==> src/rtl/instruction_fetch_unit_pkg.sv <==
// Shared types and constants for the instruction fetch unit.
// Holds the fetch FSM encoding, the PC-update select and the default halt/NOP words.
package instruction_fetch_unit_pkg;

  localparam logic [31:0] NOP_WORD          = 32'h0000_0000;
  localparam logic [31:0] DEFAULT_HALT_WORD = 32'hFFFF_FFFF;

  typedef enum logic [1:0] {
    StBoot   = 2'd0,
    StRun    = 2'd1,
    StHalted = 2'd2
  } fetch_state_e;

  typedef enum logic [1:0] {
    PcHold = 2'd0,
    PcInc  = 2'd1,
    PcLoad = 2'd2
  } pc_mode_e;

endpackage

==> src/rtl/instruction_fetch_unit_if.sv <==
// Fetch-side bundle between instruction memory / pipeline control and the fetch unit.
// The fetch unit is the slave; memory and pipeline control act as the master.
interface instruction_fetch_unit_if;

  logic [31:0] Instruction;
  logic        Stall;
  logic        Flush;
  logic        Redirect;
  logic [31:0] RedirectTarget;
  logic [31:0] PCResult;
  logic [31:0] IF_ID_Instruction;
  logic [31:0] IF_ID_PCPlus4;
  logic        IF_ID_Valid;
  logic        Halted;
  logic [31:0] FetchCount;

  modport master (
    output Instruction, Stall, Flush, Redirect, RedirectTarget,
    input  PCResult, IF_ID_Instruction, IF_ID_PCPlus4, IF_ID_Valid, Halted, FetchCount
  );

  modport slave (
    input  Instruction, Stall, Flush, Redirect, RedirectTarget,
    output PCResult, IF_ID_Instruction, IF_ID_PCPlus4, IF_ID_Valid, Halted, FetchCount
  );

endinterface

==> src/rtl/program_counter.sv <==
// PC register with its next-PC mux (hold / +4 / word-aligned redirect load).
// The PC output comes straight from the flop so the memory address path has no logic.
module program_counter
  import instruction_fetch_unit_pkg::*;
#(
  parameter logic [31:0] RESET_PC = 32'h0000_0000
) (
  input  logic        clk,
  input  logic        rst_n,
  input  pc_mode_e    mode,
  input  logic [31:0] target,
  output logic [31:0] pc
);

  logic [31:0] pc_d, pc_q;

  always_comb begin
    pc_d = pc_q;
    unique case (mode)
      PcHold:  pc_d = pc_q;
      PcInc:   pc_d = pc_q + 32'd4;
      PcLoad:  pc_d = {target[31:2], 2'b00};
      default: pc_d = pc_q;
    endcase
  end

  always_ff @(posedge clk or negedge rst_n) begin
    if (!rst_n) begin
      pc_q <= RESET_PC;
    end else begin
      pc_q <= pc_d;
    end
  end

  assign pc = pc_q;

endmodule

==> src/rtl/instruction_fetch_unit.sv <==
// Instruction fetch stage: BOOT/RUN/HALTED control, IF/ID pipeline register and fetch counter.
// Priority of controls is Redirect > Flush > Stall > halt detection > normal fetch.
module instruction_fetch_unit
  import instruction_fetch_unit_pkg::*;
#(
  parameter logic [31:0] RESET_PC  = 32'h0000_0000,
  parameter logic [31:0] HALT_WORD = DEFAULT_HALT_WORD
) (
  input logic                     Clk,
  input logic                     Reset,
  instruction_fetch_unit_if.slave bus
);

  fetch_state_e state_q, state_d;
  pc_mode_e     pc_mode;
  logic         ifid_load;
  logic         ifid_clear;
  logic [31:0]  pc;
  logic [31:0]  pc_plus4;
  logic         is_halt;

  logic [31:0]  ifid_instr_q;
  logic [31:0]  ifid_pc4_q;
  logic         ifid_valid_q;
  logic [31:0]  fetch_count_q;

  assign pc_plus4 = pc + 32'd4;
  assign is_halt  = (bus.Instruction == HALT_WORD);

  program_counter #(
    .RESET_PC (RESET_PC)
  ) u_program_counter (
    .clk    (Clk),
    .rst_n  (Reset),
    .mode   (pc_mode),
    .target (bus.RedirectTarget),
    .pc     (pc)
  );

  always_ff @(posedge Clk or negedge Reset) begin
    if (!Reset) begin
      state_q <= StBoot;
    end else begin
      state_q <= state_d;
    end
  end

  always_comb begin
    state_d = state_q;
    unique case (state_q)
      StBoot: state_d = StRun;
      StRun: begin
        if (!bus.Redirect && !bus.Flush && !bus.Stall && is_halt) begin
          state_d = StHalted;
        end
      end
      StHalted: begin
        if (bus.Redirect) begin
          state_d = StRun;
        end
      end
      default: state_d = StBoot;
    endcase
  end

  always_comb begin
    pc_mode    = PcHold;
    ifid_load  = 1'b0;
    ifid_clear = 1'b0;
    unique case (state_q)
      StBoot: ;
      StRun: begin
        if (bus.Redirect) begin
          pc_mode    = PcLoad;
          ifid_clear = 1'b1;
        end else if (bus.Flush) begin
          pc_mode    = bus.Stall ? PcHold : PcInc;
          ifid_clear = 1'b1;
        end else if (bus.Stall) begin
          pc_mode = PcHold;
        end else if (is_halt) begin
          ifid_clear = 1'b1;
        end else begin
          pc_mode   = PcInc;
          ifid_load = 1'b1;
        end
      end
      StHalted: begin
        // Stall and Flush are ignored here; only a redirect restarts fetch.
        ifid_clear = 1'b1;
        if (bus.Redirect) begin
          pc_mode = PcLoad;
        end
      end
      default: ;
    endcase
  end

  always_ff @(posedge Clk or negedge Reset) begin
    if (!Reset) begin
      ifid_instr_q  <= NOP_WORD;
      ifid_pc4_q    <= 32'h0;
      ifid_valid_q  <= 1'b0;
      fetch_count_q <= 32'h0;
    end else if (ifid_load) begin
      ifid_instr_q  <= bus.Instruction;
      ifid_pc4_q    <= pc_plus4;
      ifid_valid_q  <= 1'b1;
      if (fetch_count_q != 32'hFFFF_FFFF) begin
        fetch_count_q <= fetch_count_q + 32'd1;
      end
    end else if (ifid_clear) begin
      ifid_instr_q <= NOP_WORD;
      ifid_valid_q <= 1'b0;
    end
  end

  assign bus.PCResult          = pc;
  assign bus.IF_ID_Instruction = ifid_instr_q;
  assign bus.IF_ID_PCPlus4     = ifid_pc4_q;
  assign bus.IF_ID_Valid       = ifid_valid_q;
  assign bus.Halted            = (state_q == StHalted);
  assign bus.FetchCount        = fetch_count_q;

endmodule

==> src/flat_wrapper.sv <==
// flat-port wrapper written by rule: the top's interface ports become plain ports
module instruction_fetch_unit_flat import instruction_fetch_unit_pkg::*;
#(
  parameter logic [31:0] RESET_PC  = 32'h0000_0000,
  parameter logic [31:0] HALT_WORD = DEFAULT_HALT_WORD
)
  (Clk, Reset, bus_Instruction, bus_Stall, bus_Flush, bus_Redirect, bus_RedirectTarget, bus_PCResult, bus_IF_ID_Instruction, bus_IF_ID_PCPlus4, bus_IF_ID_Valid, bus_Halted, bus_FetchCount);
  instruction_fetch_unit_if bus_i ();
  input logic Clk;
  input logic Reset;
  input wire logic [$bits(bus_i.Instruction)-1:0] bus_Instruction;
  input wire logic [$bits(bus_i.Stall)-1:0] bus_Stall;
  input wire logic [$bits(bus_i.Flush)-1:0] bus_Flush;
  input wire logic [$bits(bus_i.Redirect)-1:0] bus_Redirect;
  input wire logic [$bits(bus_i.RedirectTarget)-1:0] bus_RedirectTarget;
  output wire logic [$bits(bus_i.PCResult)-1:0] bus_PCResult;
  output wire logic [$bits(bus_i.IF_ID_Instruction)-1:0] bus_IF_ID_Instruction;
  output wire logic [$bits(bus_i.IF_ID_PCPlus4)-1:0] bus_IF_ID_PCPlus4;
  output wire logic [$bits(bus_i.IF_ID_Valid)-1:0] bus_IF_ID_Valid;
  output wire logic [$bits(bus_i.Halted)-1:0] bus_Halted;
  output wire logic [$bits(bus_i.FetchCount)-1:0] bus_FetchCount;
  assign bus_i.Instruction = bus_Instruction;
  assign bus_i.Stall = bus_Stall;
  assign bus_i.Flush = bus_Flush;
  assign bus_i.Redirect = bus_Redirect;
  assign bus_i.RedirectTarget = bus_RedirectTarget;
  assign bus_PCResult = bus_i.PCResult;
  assign bus_IF_ID_Instruction = bus_i.IF_ID_Instruction;
  assign bus_IF_ID_PCPlus4 = bus_i.IF_ID_PCPlus4;
  assign bus_IF_ID_Valid = bus_i.IF_ID_Valid;
  assign bus_Halted = bus_i.Halted;
  assign bus_FetchCount = bus_i.FetchCount;
  instruction_fetch_unit #(.RESET_PC(RESET_PC), .HALT_WORD(HALT_WORD)) u_core (.Clk(Clk), .Reset(Reset), .bus(bus_i));
endmodule
==> config.mk <==
export PLATFORM = sky130hd
export DESIGN_NAME = instruction_fetch_unit_flat
export DESIGN_NICKNAME = d
export VERILOG_FILES = /design/src/rtl/instruction_fetch_unit_pkg.sv /design/src/rtl/instruction_fetch_unit_if.sv /design/src/rtl/program_counter.sv /design/src/rtl/instruction_fetch_unit.sv /design/src/flat_wrapper.sv
export SDC_FILE = /design/constraint.sdc
export NUM_CORES = 1
export LEC_CHECK = 0
export CELL_PAD_IN_SITES_DETAIL_PLACEMENT = 1
export CELL_PAD_IN_SITES_GLOBAL_PLACEMENT = 2
export CORE_MARGIN = 5
export CORE_UTILIZATION = 32
export CTS_BUF_LIST = sky130_fd_sc_hd__clkbuf_8
export DETAILED_ROUTE_END_ITERATION = 7
export HOLD_SLACK_MARGIN = 0.08
export PLACE_DENSITY = 0.95
export SYNTH_ARGS = -nofsm -noshare
export SYNTH_HDL_FRONTEND = slang
export SYNTH_HIERARCHICAL = 1
export SYNTH_SLANG_ARGS = --single-unit
==> constraint.sdc <==
create_clock -name Clk -period 7 [get_ports Clk]
set_input_delay 1.4 -clock Clk [delete_from_list [all_inputs] [get_ports Clk]]
set_output_delay 1.4 -clock Clk [all_outputs]
set_load 0.005 [all_outputs]
==> impl_metrics.csv, run 1 <==
group,metric,value,unit
grt,gr-usage-all-layers,0.186,
power,switching_power,864,uW
final_layout,drive_above_1_share,0.0724,
cts,clock_latency,0.44,ns
cts,tritoncts_num_sinks,129,
synth,synthesis.area_per_instance,9.81,um2
floorplan,start_util,0.322,
power,power_frac_seq,0.431,
critical_path,timing.critical_path.to_type,"register",
floorplan,row_count,53,
critical_path,worst_ep_arrival_time,5.10,ns
critical_path,critical_path.cell_chain,"clkdlybuf4s50_1 > nand4_1 > nor4_1 > nand2_1 > nor2_1 > nor3_1 > inv_1 > ha_1 > or2_2 > or3_1 > nor4_1 > nor3_1",
synth,syn-instance-count,686,
power,power.combinational.fraction,0.289,
critical_path,timing.critical_path.slowest_stage_cell,"nor4_1",
final_layout,area_taken_by_multi_input_logic_gates,3270,um2
power,intPower,1710,uW
synth,synth-seq-area-share,0.480,
min_path,hp-class,"reg -> reg",
grt,global_route_wire_length_before_repair,36.0,mm
power,power.static_leakage,0.00370,uW
cts,htree_num_levels,4,
timing,finalHoldViolCount,0,
final_layout,layout.cells.non_filler,1159,
routing,drt_pass1_iterations,5,
final_layout,number_of_nets_in_the_final_layout,949,
power,sw_frac_of_total,0.336,
final_layout,most-common-layout-cells,"clkdlybuf4s50_1 (193), dfrtp_1 (129), nor2_1 (54), nand4_1 (45), nand2_1 (44)",
synth,postSynthRegisterBits,129,
synth,synth.top_cells.by_area,"dfrtp_1 (48%), a22o_1 (4.3%), nand4_1 (4.2%)",
timing,period_share,0.682,
critical_path,cp-start-kind,"primary input",
final_layout,nFillCells,2370,
cts,tritoncts,"yes",
power,share_clk_of_total_power,0.279,
placement,place.port_buffers,194,
routing,route.detailed.wl_per_inst,19.3,um
timing,maxSlewHeadroom,0.389,
routing,routed_via_density,5.37,
critical_path,crit_type,"in -> reg",
floorplan,die_height,155,um
critical_path,timing.critical_path.fanout_max,26,
timing,fin_tns_setup,0,ns
routing,drtIter0Drc,348,
final_layout,areaGrowthSynthToFinish,39.4,%
power,irDropWorstVdd,101,uV
timing,maxSlewViolCount,0,
floorplan,fp.dieArea,24000,um2
synth,synth_area_leader_cell,"dfrtp_1",
cts,number_of_buffers_added_for_setup_after_cts,0,
critical_path,max_stage_delay,0.81,ns
grt,number_of_global_route_vias_before_repair,6400,
power,fin_total_pwr,2570,uW
final_layout,n_antenna_cell,0,
timing,setup_violations,0,
placement,dpl.hpwl,16.4,mm
timing,grt_setup_unrepaired,"no",
synth,synth_cell_type_count,63,
timing,clock_skew,0.0177,ns
grt,globalRoute.totalOverflow,0,
routing,drt_wl_total,22.4,mm
routing,drtAntennaViolNets,0,
routing,detail_route.drc_violations,0,
status,outcome,"complete, no violations",
placement,dp_cells,1126,
timing,worstMarginPinSlew,0.909,ns
floorplan,overall_die_width,155,um
synth,synth-warning-count,6,
synth,synth-edff-count,0,
synth,postSynth.topFlopCell,"dfrtp_1",
flow_run,cap_viol_max_count,0,
power,p_per_area,274,nW/um2
placement,gp_congestion,0.799,
routing,detailroute.via_count,6229,
grt,grt_antenna_before_repair,0,
cts,root_buffer,"clkbuf_8",
cts,post_cts.resized_instances,0,
floorplan,io_pins,199,
timing,fmaxAchievable,209,MHz
cts,clk_pin_slew,0.09,ns
final_layout,mostFrequentLayoutCell,"clkdlybuf4s50_1",
critical_path,required,7.32,ns
synth,postSynth.asyncResetShare,1.00,
cts,cts_made_buffers,17,
floorplan,core_region_area,20900,um2
grt,maximum_number_of_pins_on_one_net_before_global_route_repair,69,
critical_path,crit_buf_inv,2,
synth,syn_area,6730,um2
final_layout,area.sequential,3230,um2
cts,cts.hold.buffers_added,0,
synth,synth_top_area_share,0.480,
critical_path,cp_top_family,"simple AND/OR/NAND/NOR gates",
cts,cts-root-to-sink-buffers,2,
timing,fin_crit,4.78,ns
## sequential cells by signal, indices dropped and copies added, names as in the netlist
register and flops:
u_core/bus.FetchCount 32, u_core/bus.IF_ID_Instruction 32, u_core/bus.IF_ID_PCPlus4 32, u_core/u_program_counter/pc 30, u_core/state_q 2, u_core/bus.IF_ID_Valid 1
## cell type report
| cell class | instances | share of cell area |
|---|---|---|
| Clock inverter | 13 | 0.0196 |
| Sequential cell | 129 | 0.344 |
| Timing Repair Buffer | 202 | 0.214 |
| Multi-Input combinational cell | 499 | 0.349 |
| Clock buffer | 19 | 0.0279 |
| Inverter | 22 | 0.00881 |
| Tap cell | 275 | 0.0367 |
## cell families after synthesis
| group | after synthesis | share of synthesized area |
|---|---|---|
| other cells | 1 | 0.000558 |
| xor+xnor | 59 | 0.0768 |
| fa+ha+maj | 9 | 0.0167 |
| buf+inv | 59 | 0.0366 |
| flops | 129 | 0.480 |
| mux | 10 | 0.0162 |
| compound gates | 145 | 0.147 |
| simple gates | 274 | 0.226 |
## per-stage QoR
stage	util	worst slack (ns)	hold slack, ns	area [um2]
after floorplan	-	3.53	0.481	6730
final	0.449	2.22	0.493	9380
after CTS	0.448	2.17	0.500	9360
after detailed placement	0.427	1.70	0.486	8920
after global placement	0.427	1.72	0.478	8920
after global routing	0.449	1.93	0.525	9380
## path summary, 6_finish.rpt
path / startpoint / slack (ns) / end / depth (start not counted)
setup / recovery: bus_Instruction[15] / 2.22 / u_core/u_program_counter/pc[26] / 12
hold / removal: u_core/bus.FetchCount[30] / 0.49 / u_core/bus.FetchCount[30] / 1
setup reg to reg: u_core/state_q[1] / 3.76 / u_core/u_program_counter/pc[26] / 11
hold reg to reg: u_core/bus.FetchCount[30] / 0.49 / u_core/bus.FetchCount[30] / 1
max in group asynchronous: Reset / 4.54 / u_core/bus.IF_ID_Instruction[27] / 2
min in group asynchronous: Reset / 1.07 / u_core/u_program_counter/pc[12] / 1
## Yosys cell counts (6+ instances only)
cell type  count
dfrtp_1      129
nor2_1        55
nand4_1       45
nand2_1       44
a21oi_1       43
nand3_1       41
a22o_1        33
xnor2_1       31
xor2_1        28
o21ai_0       22
inv_1         21
and3_1        18
clkbuf_1      14
nor3_1        14
nor4_1        13
and4_1        10
buf_1          9
buf_2          9
ha_1           9
a22oi_1        8
mux2_2         6
## metal layers
layer / global-route usage / wire length (um) / vias to the layer above
li1: - / - / 2909
met1: 0.251 / 10000 / 3084
met2: 0.306 / 10800 / 220
met3: 0.0398 / 1370 / 16
met4: 0.0463 / 189 / 0
met5: 0 / 0 / -
## power by group through the flow
stage | Combinational [uW] | Sequential, uW | Clock (uW)
detailed placement | 748 | 1130 | 0
CTS | 756 | 1110 | 740
global placement | 732 | 1120 | 0
finish | 744 | 1110 | 718
global route | 809 | 1140 | 776
floorplan | 310 | 1060 | 0
(Power assumes the default switching activity.)
==> inputs of run 2 (changes only) <==
CORE_UTILIZATION = 30   (was 32)
clock period = 4.5 ns   (was 7 ns; I/O delays follow)
==> impl_metrics.csv, run 2 (synthesized netlist as in run 1, its figures left out) <==
group,metric,value,unit
critical_path,timing.critical_path.fanout_max,17,
critical_path,timing.critical_path.to_type,"register",
placement,place.port_buffers,194,
cts,clk_pin_slew,0.08,ns
cts,htree_num_levels,4,
placement,dp_cells,1136,
final_layout,mostFrequentLayoutCell,"clkdlybuf4s50_1",
final_layout,n_antenna_cell,0,
critical_path,required,4.84,ns
routing,drt_wl_total,23.4,mm
placement,gp_congestion,0.803,
critical_path,crit_type,"in -> reg",
timing,finalHoldViolCount,0,
final_layout,drive_above_1_share,0.0766,
critical_path,timing.critical_path.slowest_stage_cell,"clkdlybuf4s50_1",
floorplan,start_util,0.306,
cts,number_of_buffers_added_for_setup_after_cts,0,
routing,drtIter0Drc,389,
critical_path,worst_ep_arrival_time,3.73,ns
cts,post_cts.resized_instances,0,
cts,tritoncts,"yes",
grt,number_of_global_route_vias_before_repair,6506,
routing,drtAntennaViolNets,0,
grt,maximum_number_of_pins_on_one_net_before_global_route_repair,66,
floorplan,core_region_area,22000,um2
grt,grt_antenna_before_repair,0,
critical_path,crit_buf_inv,5,
power,switching_power,1380,uW
grt,gr-usage-all-layers,0.179,
timing,final.hold.worst_slack,0.497,ns
floorplan,row_count,54,
cts,cts_made_buffers,17,
timing,maxSlewHeadroom,0.428,
cts,cts.hold.buffers_added,0,
routing,drt_pass1_iterations,5,
power,share_clk_of_total_power,0.284,
critical_path,cp-start-kind,"primary input",
min_path,hp-class,"reg -> reg",
critical_path,cp_top_family,"buffers and inverters",
critical_path,critical_path.cell_chain,"clkdlybuf4s50_1 > nand4_1 > nor4_1 > buf_4 > nand2_1 > nor2_1 > nor3_1 > inv_1 > ha_1 > buf_4 > inv_1 > o21ai_0 > a22o_1",
final_layout,number_of_nets_in_the_final_layout,953,
cts,root_buffer,"clkbuf_8",
power,p_per_area,426,nW/um2
timing,maxSlewViolCount,0,
power,irDropWorstVdd,179,uV
routing,detailroute.via_count,6321,
cts,tritoncts_num_sinks,129,
placement,dpl.hpwl,16.9,mm
final_layout,layout.cells.non_filler,1168,
floorplan,die_height,160,um
timing,fin_tns_setup,0,ns
status,outcome,"complete, no violations",
timing,worstMarginPinSlew,0.858,ns
critical_path,max_stage_delay,0.54,ns
timing,fin_crit,3.39,ns
routing,route.detailed.wl_per_inst,20.0,um
floorplan,io_pins,199,
timing,fmaxAchievable,295,MHz
floorplan,fp.dieArea,25500,um2
cts,clock_latency,0.44,ns
routing,detail_route.drc_violations,0,
final_layout,areaGrowthSynthToFinish,40.4,%
power,power.static_leakage,0.00373,uW
critical_path,reg2reg_setup_slack,1.45,ns
power,sw_frac_of_total,0.342,
timing,period_share,0.754,
timing,grt_setup_unrepaired,"no",
final_layout,most-common-layout-cells,"clkdlybuf4s50_1 (193), dfrtp_1 (129), nor2_1 (54), nand4_1 (45), nand2_1 (44)",
cts,cts-root-to-sink-buffers,2,
routing,routed_via_density,5.41,
grt,globalRoute.totalOverflow,0,
flow_run,cap_viol_max_count,0,
grt,global_route_wire_length_before_repair,37.2,mm
floorplan,overall_die_width,160,um
power,power_frac_seq,0.427,
timing,setup_violations,0,
timing,clock_skew,0.0154,ns
power,intPower,2650,uW
power,power.combinational.fraction,0.289,
[run 2: final timing paths]
path                                                    endpoint                      start  depth (start not counted)
worst max-delay path             u_core/u_program_counter/pc[14]        bus_Instruction[11]                         13
worst min-delay path                   u_core/bus.FetchCount[18]  u_core/bus.FetchCount[18]                          1
worst max register to register   u_core/u_program_counter/pc[26]          u_core/state_q[1]                         12
worst min register to register         u_core/bus.FetchCount[18]  u_core/bus.FetchCount[18]                          1
max in group asynchronous           u_core/bus.IF_ID_PCPlus4[21]                      Reset                          2
min in group asynchronous       u_core/bus.IF_ID_Instruction[12]                      Reset                          1
[run 2: metal layers]
metal,up-vias,global-route usage,routed length (um)
met5,-,0,0
met4,0,0.0418,216
met3,18,0.0425,1430
met2,229,0.295,11200
met1,3166,0.240,10500
li1,2908,-,-
[run 2: per-stage QoR]
| step | utilization | area (um2) | total power [uW] | worst slack, ns |
|---|---|---|---|---|
| 4_1_cts | 0.430 | 9450 | 4090 | 1.15 |
| 3_5_place_dp | 0.410 | 9000 | 2910 | 0.668 |
| 3_3_place_gp | 0.410 | 9000 | 2870 | 0.657 |
| 5_1_grt | 0.430 | 9450 | 4260 | 0.931 |
| 2_1_floorplan | - | 6730 | 2130 | 1.53 |
| 6_report | 0.430 | 9450 | 4030 | 1.11 |
[run 2: area by class of cell]
class	instances	area [um2]
inverters	22	82.6
fillers	2457	12500
multi-input cells	499	3270
repair buffers	206	2070
well taps	280	350
clock buffers	18	248
flip-flops and latches	129	3230
clock inverters	14	201
[run 2: power by group through the flow]
stage          clock (uW)  sequential (uW)  combinational (uW)
5_1_grt              1230             1770                1270
4_1_cts              1180             1720                1180
6_report             1140             1720                1170
3_5_place_dp            0             1740                1170
2_1_floorplan           0             1650                 482
3_3_place_gp            0             1730                1140
==> inputs of run 3 (changes only) <==
clock period = 3.46 ns   (was 4.5 ns; I/O delays follow)
==> impl_metrics.csv, run 3 (synthesized netlist as in run 1, its figures left out) <==
group,metric,value,unit
status,outcome,"complete, no violations",
critical_path,crit_type,"in -> reg",
final_layout,mostFrequentLayoutCell,"clkdlybuf4s50_1",
routing,detailroute.via_count,6357,
placement,gp_congestion,0.840,
timing,finalHoldViolCount,0,
timing,period_share,0.927,
routing,drtAntennaViolNets,0,
timing,worstMarginPinSlew,0.812,ns
grt,globalRoute.totalOverflow,0,
timing,fin_crit,3.21,ns
cts,htree_num_levels,4,
timing,fmaxAchievable,312,MHz
grt,globalRoute.busiestLayer,"met2",
placement,place.port_buffers,194,
final_layout,n_antenna_cell,0,
timing,maxSlewViolCount,0,
critical_path,required,3.76,ns
routing,routed_via_density,5.32,
final_layout,final_core_utilization,0.437,
grt,use_met1,0.246,
cts,number_of_buffers_added_for_setup_after_cts,0,
floorplan,core_region_area,22000,um2
floorplan,overall_die_width,160,um
cts,clk_pin_slew,0.08,ns
placement,dp_cells,1162,
grt,grt_antenna_before_repair,0,
power,p_per_area,525,nW/um2
final_layout,layout.cells.non_filler,1194,
cts,cts-root-to-sink-buffers,2,
critical_path,cp-start-kind,"primary input",
final_layout,most-common-layout-cells,"clkdlybuf4s50_1 (193), dfrtp_1 (129), nor2_1 (54), nand4_1 (45), nand2_1 (44)",
final_layout,number_of_nets_in_the_final_layout,979,
routing,detail_route.drc_violations,0,
floorplan,io_pins,199,
cts,clock_latency,0.43,ns
cts,cts_made_buffers,17,
cts,post_cts.resized_instances,0,
grt,use_met3,0.0353,
critical_path,timing.critical_path.to_type,"register",
cts,tritoncts_num_sinks,129,
cts,root_buffer,"clkbuf_8",
critical_path,timing.critical_path.fanout_max,26,
timing,setup_violations,0,
timing,final.hold.worst_slack,0.311,ns
flow_run,cap_viol_max_count,0,
floorplan,die_height,160,um
grt,global_route_wire_length_before_repair,38.3,mm
placement,dpl.hpwl,17.5,mm
final_layout,nFillCells,2457,
critical_path,worst_ep_arrival_time,3.51,ns
cts,cts.hold.buffers_added,0,
floorplan,fp.dieArea,25500,um2
timing,maxSlewHeadroom,0.459,
grt,number_of_global_route_vias_before_repair,6835,
timing,clock_skew,0.0166,ns
routing,drtIter0Drc,392,
final_layout,areaGrowthSynthToFinish,42.7,%
routing,drt_pass1_iterations,4,
routing,route.detailed.wl_per_inst,19.5,um
timing,grt_setup_unrepaired,"no",
routing,drt_wl_total,23.3,mm
grt,gr-usage-all-layers,0.183,
floorplan,row_count,54,
power,power.static_leakage,0.00386,uW
final_layout,drive_above_1_share,0.0985,
min_path,hp-class,"in -> async",
cts,tritoncts,"yes",
power,irDropWorstVdd,193,uV
floorplan,start_util,0.306,
grt,use_met2,0.301,
grt,maximum_number_of_pins_on_one_net_before_global_route_repair,59,
==> run 3: layout make-up <==
class,instances,area (um2),area share
Clock inverter,14,128,0.0133
Multi-Input combinational cell,499,3280,0.342
Clock buffer,18,248,0.0258
Tap cell,280,350,0.0365
Timing Repair Buffer,232,2270,0.237
Inverter,22,82.6,0.00861
Sequential cell,129,3230,0.336
==> run 3: routing by layer <==
| layer | vias to the layer above | part of all wire |
|---|---|---|
| li1 | 2966 | - |
| met1 | 3169 | 0.46 |
| met2 | 202 | 0.48 |
| met3 | 20 | 0.050 |
| met4 | 0 | 0.013 |
| met5 | - | 0 |
==> run 3: final timing paths <==
check                                           from                          endpoint  slack (ns)  depth (start not counted)
setup / recovery                 bus_Instruction[14]   u_core/u_program_counter/pc[25]        0.25                         15
hold / removal                                 Reset         u_core/bus.FetchCount[13]        0.31                          1
setup reg to reg                   u_core/state_q[1]   u_core/u_program_counter/pc[25]        0.54                         13
hold reg to reg            u_core/bus.FetchCount[30]         u_core/bus.FetchCount[30]        0.50                          1
max in group asynchronous                      Reset  u_core/bus.IF_ID_Instruction[14]        2.23                          2
min in group Clk           u_core/bus.FetchCount[30]         u_core/bus.FetchCount[30]        0.50                          1
==> run 3: where the power goes <==
group	total (uW)	leakage, uW	switching, uW	internal, uW
Clock	1250	0.000209	606	646
Sequential	2240	0.00160	456	1780
Combinational	1550	0.00205	667	879
==> run 3: worst max-delay path, cell delays in order <==
cell and delay (ns):
clkdlybuf4s50_1 0.50, nand4_1 0.22, nor4_4 0.39, buf_12 0.15
nand2_1 0.07, nor2_1 0.12, nor3_1 0.06, inv_1 0.06
ha_1 0.17, buf_4 0.19, buf_4 0.28, nor2_1 0.09
buf_4 0.17, a222oi_1 0.22, nand3b_1 0.12
==> run 3: metrics by stage <==
step | setup slack [ns] | power [uW] | TNS, ns | area (um2)
after floorplan | 0.695 | 2770 | 0 | 6730
after global placement | -0.288 | 3770 | -3.18 | 9210
after detailed placement | -0.357 | 3830 | -4.37 | 9210
after CTS | 0.0617 | 5110 | 0 | 9580
after global routing | 0.0376 | 5350 | 0 | 9600
final | 0.253 | 5030 | 0 | 9600
